[config.mk]
export PLATFORM = sky130hd
export DESIGN_NAME = fetch_stage
export DESIGN_NICKNAME = d
export VERILOG_FILES = /design/src/rtl/riscv_pkg.sv /design/src/rtl/if_id_reg.sv /design/src/rtl/fetch_stage.sv
export SDC_FILE = /design/constraint.sdc
export NUM_CORES = 1
export LEC_CHECK = 0
export CORE_MARGIN = 2
export CORE_UTILIZATION = 50
export CTS_CLUSTER_DIAMETER = 120
export DETAILED_ROUTE_END_ITERATION = 8
export GPL_TIMING_DRIVEN = 0
export PLACE_DENSITY = 0.86
export SLEW_MARGIN = 20
export SYNTH_ARGS = -nofsm -noshare
export SYNTH_HDL_FRONTEND = slang
export SYNTH_HIERARCHICAL = 1
export SYNTH_SLANG_ARGS = --single-unit
[constraint.sdc]
create_clock -name clk -period 6.6 [get_ports clk]
set_input_delay 1.65 -clock clk [delete_from_list [all_inputs] [get_ports clk]]
set_output_delay 1.65 -clock clk [all_outputs]
set_load 0.005 [all_outputs]
[src/rtl/riscv_pkg.sv]
// Shared RV32I core definitions: XLEN, next-PC select codes,
// the canonical NOP encoding and the default reset vector.
package riscv_pkg;

    localparam int XLEN = 32;

    typedef enum logic [1:0] {
        PCSRC_PLUS4  = 2'b00,
        PCSRC_TARGET = 2'b01,
        PCSRC_ALU    = 2'b10
    } pc_src_t;

    // addi x0, x0, 0
    localparam logic [XLEN-1:0] NOP_INSTR_DEF = 32'h0000_0013;
    localparam logic [XLEN-1:0] RESET_PC_DEF  = 32'hBFC0_0000;

endpackage

[src/rtl/if_id_reg.sv]
// IF/ID pipeline register with hold, squash-to-NOP and load.
// Ports: clk, rst_n, hold/squash/load controls, misaligned update
//        (mis_set, mis_in), fetch-side data in, decode-side data out.
module if_id_reg
    import riscv_pkg::*;
#(
    parameter logic [XLEN-1:0] NOP = NOP_INSTR_DEF
) (
    input  logic            clk,
    input  logic            rst_n,
    input  logic            hold,
    input  logic            squash,
    input  logic            load,
    input  logic            mis_set,
    input  logic            mis_in,
    input  logic [XLEN-1:0] instr_in,
    input  logic [XLEN-1:0] pc_in,
    input  logic [XLEN-1:0] pc_plus4_in,
    output logic [XLEN-1:0] instr,
    output logic [XLEN-1:0] pc,
    output logic [XLEN-1:0] pc_plus4,
    output logic            valid,
    output logic            misaligned
);

    always_ff @(posedge clk or negedge rst_n) begin
        if (!rst_n) begin
            instr      <= NOP;
            pc         <= '0;
            pc_plus4   <= '0;
            valid      <= 1'b0;
            misaligned <= 1'b0;
        end else if (hold) begin
            instr      <= instr;
        end else if (squash) begin
            // pc/pc_plus4 keep their last values; valid=0 marks them stale
            instr <= NOP;
            valid <= 1'b0;
            if (mis_set) begin
                misaligned <= mis_in;
            end
        end else if (load) begin
            instr      <= instr_in;
            pc         <= pc_in;
            pc_plus4   <= pc_plus4_in;
            valid      <= 1'b1;
            misaligned <= 1'b0;
        end
    end

endmodule

[src/rtl/fetch_stage.sv]
// Instruction fetch: PC register, next-PC select, imem request and IF/ID.
// Ports: clk, rst_n, hazard controls (stall_f, flush_d), execute redirect
//        (pc_src_e, pc_target_e, alu_result_e), imem handshake, IF/ID outputs.
module fetch_stage
    import riscv_pkg::*;
#(
    parameter logic [31:0] RESET_PC  = RESET_PC_DEF,
    parameter logic [31:0] NOP_INSTR = NOP_INSTR_DEF
) (
    input  logic        clk,
    input  logic        rst_n,
    input  logic        stall_f,
    input  logic        flush_d,
    input  logic [1:0]  pc_src_e,
    input  logic [31:0] pc_target_e,
    input  logic [31:0] alu_result_e,
    output logic [31:0] imem_addr,
    output logic        imem_req,
    input  logic        imem_ready,
    input  logic [31:0] imem_rdata,
    output logic [31:0] instr_d,
    output logic [31:0] pc_d,
    output logic [31:0] pc_plus4_d,
    output logic        valid_d,
    output logic        misaligned_d
);

    logic [31:0] pc_f;
    logic [31:0] pc_next;
    logic [31:0] pc_plus4_f;
    logic [31:0] target;
    logic        redirect;
    logic        hold;
    logic        squash;
    logic        load;
    logic        mis_set;
    logic        req_q;

    assign imem_addr  = pc_f;
    assign imem_req   = req_q;
    assign pc_plus4_f = pc_f + 32'd4;

    // Code 2'b11 falls outside both redirect codes and acts as PLUS4.
    assign redirect = (pc_src_e == PCSRC_TARGET) ||
                      (pc_src_e == PCSRC_ALU);

    // jalr clears bit 0 before the word-align below.
    assign target = (pc_src_e == PCSRC_ALU) ?
                    (alu_result_e & ~32'h1) : pc_target_e;

    always_comb begin
        pc_next = pc_f;
        hold    = 1'b0;
        squash  = 1'b0;
        load    = 1'b0;
        mis_set = 1'b0;
        if (redirect) begin
            pc_next = {target[31:2], 2'b00};
            squash  = 1'b1;
            mis_set = 1'b1;
        end else if (stall_f) begin
            hold = 1'b1;
        end else if (flush_d) begin
            squash = 1'b1;
            if (imem_ready) begin
                pc_next = pc_plus4_f;
            end
        end else if (!imem_ready) begin
            squash = 1'b1;
        end else begin
            load    = 1'b1;
            pc_next = pc_plus4_f;
        end
    end

    always_ff @(posedge clk or negedge rst_n) begin
        if (!rst_n) begin
            pc_f  <= RESET_PC;
            req_q <= 1'b0;
        end else begin
            pc_f  <= pc_next;
            req_q <= 1'b1;
        end
    end

    if_id_reg #(
        .NOP(NOP_INSTR)
    ) u_if_id (
        .clk        (clk),
        .rst_n      (rst_n),
        .hold       (hold),
        .squash     (squash),
        .load       (load),
        .mis_set    (mis_set),
        .mis_in     (target[1:0] != 2'b00),
        .instr_in   (imem_rdata),
        .pc_in      (pc_f),
        .pc_plus4_in(pc_plus4_f),
        .instr      (instr_d),
        .pc         (pc_d),
        .pc_plus4   (pc_plus4_d),
        .valid      (valid_d),
        .misaligned (misaligned_d)
    );

endmodule

==> impl_metrics.py <==
metrics = {
    "timing": {
        "slew_headroom_pct": 35.3,
        "hold_slack_ps": 507,
        "fin_crit_sh_pct": 73.6,
        "final.setup.worst_slack_ps": 1740,
        "final-setup-viol-count": 0,
        "min_period_ps": 4860,
        "tns_ps": 0,
        "clock_skew_ps": 6.44,
        "slew_viol_final": 0,
        "fmax_mhz": 206,
        "tightestPinTransition_ps": 962,
        "hold_viol": 0,
        "rsz0062_at_grt": "false",
    },
    "worst_hold_path": {
        "hold_path.class": "register to register",
    },
    "final_layout": {
        "antenna_cells": 0,
        "drive_above_1_share_pct": 15.1,
        "area_growth_pct": 45.7,
        "num-nets-final": 1013,
    },
    "cts": {
        "cts_root_buf": "clkbuf_16",
        "tritoncts": "done",
        "holdBufCountCts": 0,
        "cts_setup_buffers": 0,
        "numCtsBuffers": 17,
        "insertion_delay_ps": 420,
        "clk_pin_slew_worst_paths_ps": 50,
        "clock_sinks": 129,
        "htreeDepth": 4,
        "ctsLongestPathBuffers": 2,
        "cts.repair.resized": 0,
    },
    "routing": {
        "highest_layer": "met5",
        "route.detailed.drc": 0,
        "routedWlPerCell_um": 19.4,
        "vias": 6182,
        "vias_per_cell": 5.61,
        "wl_met2_um": 10200,
        "drtAntennaViolNets": 0,
        "dr.pass1.iters": 5,
        "met3_length_um": 1870,
        "wl_um": 21400,
        "met1_length_um": 8870,
        "first_iter_violations": 298,
    },
    "floorplanning": {
        "dieHeight_um": 124,
        "pin_count": 234,
        "num_rows": 43,
        "die_area_um2": 15300,
        "start_util_pct": 51.3,
        "core_area_um2": 13900,
        "die-width_um": 124,
    },
    "global_route": {
        "grt_pass1_vias": 5978,
        "grt_pass1_wl_um": 32500,
        "grt_use_total_pct": 28.3,
        "grt_overflow_total": 0,
        "grt_max_degree": 96,
        "antenna_found_initial": 1,
    },
    "pwr": {
        "total_power_w": 0.00317,
        "powerDensity_nw_per_um2": 305,
        "ir_drop_mv": 0.232,
        "p_leak_nw": 4.09,
    },
    "setup_path": {
        "cp_max_fo": 10,
        "r2r-end": "u_if_id/pc_plus4[18]",
        "startpoint": "pc_src_e[0]",
        "crit_family": "buffers and inverters",
        "worst-path-stages": 11,
        "r2r_cells": 7,
        "crit_buf_inv": 7,
        "arrival_ps": 5160,
        "crit_required_ps": 6900,
        "path_class": "input port to register",
        "cp-endpoint": "u_if_id/pc[25]",
        "reg2reg_slack_ps": 3690,
        "critPathMostFrequentCell": "clkbuf_1",
        "cp_cell_sequence": "clkdlybuf4s50_1 > inv_1 > ha_1 > clkbuf_1 > clkbuf_1 > buf_1 > o21ai_0 > nor3b_2 > buf_6 > buf_12 > mux2_4",
        "end_kind": "register",
        "cpMaxStageDelayCell": "buf_1",
        "r2r-start": "imem_addr[3]",
        "startpoint_type": "input port",
        "slowest_delay_ps": 590,
    },
    "synthesis": {
        "seq_area_frac_synth_pct": 45.4,
        "syn_inst": 653,
        "synth_ff_type": "dfrtp_1",
        "syn_area_um2": 7140,
        "synthDistinctLibCells": 53,
        "synth_warnings": 6,
        "synth-edff-count": 0,
        "synthArstFlopShare_pct": 100,
        "syn_area_per_cell_um2": 10.9,
        "synth_seq_cells": 129,
    },
    "placement": {
        "dp_slack_ps": 1500,
        "dpl.hpwl_um": 15300,
        "port-buffer-count": 230,
        "gp_congestion": 0.863,
    },
    "run_status": {
        "status": "finished clean",
    },
    "job": {
        "cap_violations": 0,
    },
}
## power breakdown
group	switching (W)	internal [W]	total [W]
combinational	0.000340	0.000606	0.000946
sequential	0.000147	0.000974	0.00112
clock	0.000347	0.000754	0.00110
## how the worst min path moves through the flow
| stage | start | endpoint | slack [ps] | cells past startpoint |
|---|---|---|---|---|
| global route | u_if_id/pc_plus4[9] | u_if_id/pc_plus4[9] | 530 | 1 |
| global placement | u_if_id/pc_plus4[0] | u_if_id/pc_plus4[0] | 490 | 1 |
| finish | u_if_id/pc_plus4[30] | u_if_id/pc_plus4[30] | 510 | 1 |
| detailed placement | u_if_id/pc[2] | u_if_id/pc[2] | 490 | 1 |
| floorplan | u_if_id/misaligned | u_if_id/misaligned | 500 | 1 |
| CTS | u_if_id/pc_plus4[12] | u_if_id/pc_plus4[12] | 510 | 1 |
## Yosys cell counts (11+ instances only)
cell	instances	area (um^2)
a211oi_1	30	225
a21oi_1	13	65.1
a31oi_1	13	81.3
buf_2	14	70.1
clkbuf_1	32	120
dfrtp_1	117	2930
dfstp_2	12	315
inv_1	36	135
mux2_4	60	901
nand2_1	50	188
nand3b_1	30	225
nand4_1	13	81.3
nor2_1	11	41.3
nor2b_1	31	194
nor3_1	17	85.1
o221ai_1	29	254
xnor2_1	31	272
xor2_1	11	96.3
## sequential cells by signal, summed over array words and instances (netlist names)
register,cells
imem_addr,30
u_if_id/misaligned,1
u_if_id/valid,1
u_if_id/instr,32
u_if_id/pc,32
imem_req,1
u_if_id/pc_plus4,32
## layout make-up
class | instances | area [um^2]
plain buffers | 59 | 355
clock buffers | 21 | 450
clock inverters | 11 | 233
fillers | 979 | 3530
inverters | 36 | 135
multi-input cells | 434 | 3430
flip-flops and latches | 129 | 3240
well taps | 180 | 225
repair buffers | 231 | 2330
## through the flow
step	util, %	area, um^2	instances
floorplan	-	7160	658
global placement	69.5	9690	1068
detailed placement	69.8	9720	1069
CTS	74.7	10400	1101
global route	74.7	10400	1101
finish	74.7	10400	1101
## layer usage
layer  track usage [%]  vias up
met5                 0        -
met4              9.30        2
met3              7.89       29
met2              45.6      263
met1              36.8     3023
li1                  -     2865
## layout by cell type, fill, tap and decap left out, types with 14 or more instances in the layout
cell             count
clkbuf_16           17
buf_2               14
xnor2_1             31
nand3b_1            30
inv_1               36
dfrtp_1            117
clkdlybuf4s50_1    229
a211oi_1            30
nor3_1              17
nand2_1             50
clkbuf_1            35
nor2b_1             31
mux2_4              60
o221ai_1            29
## cells by family after synthesis
kind of cell,Yosys count,share of synthesized area (%)
compound gates,105,10.6
xor+xnor,42,5.15
fa+ha+maj,2,0.350
other cells,2,0.105
buf+inv,95,6.87
simple gates,209,17.6
mux,69,13.9
flops,129,45.4
## worst reg2reg max path: stages, from the launching register on
cell	delay (ps)
dfrtp_1	520
ha_1	300
nand3_1	140
clkbuf_1	280
nor4_2	910
nand3_1	220
xnor2_1	180
mux2_4	260
No activity file was read; power rests on OpenSTA's default activity.
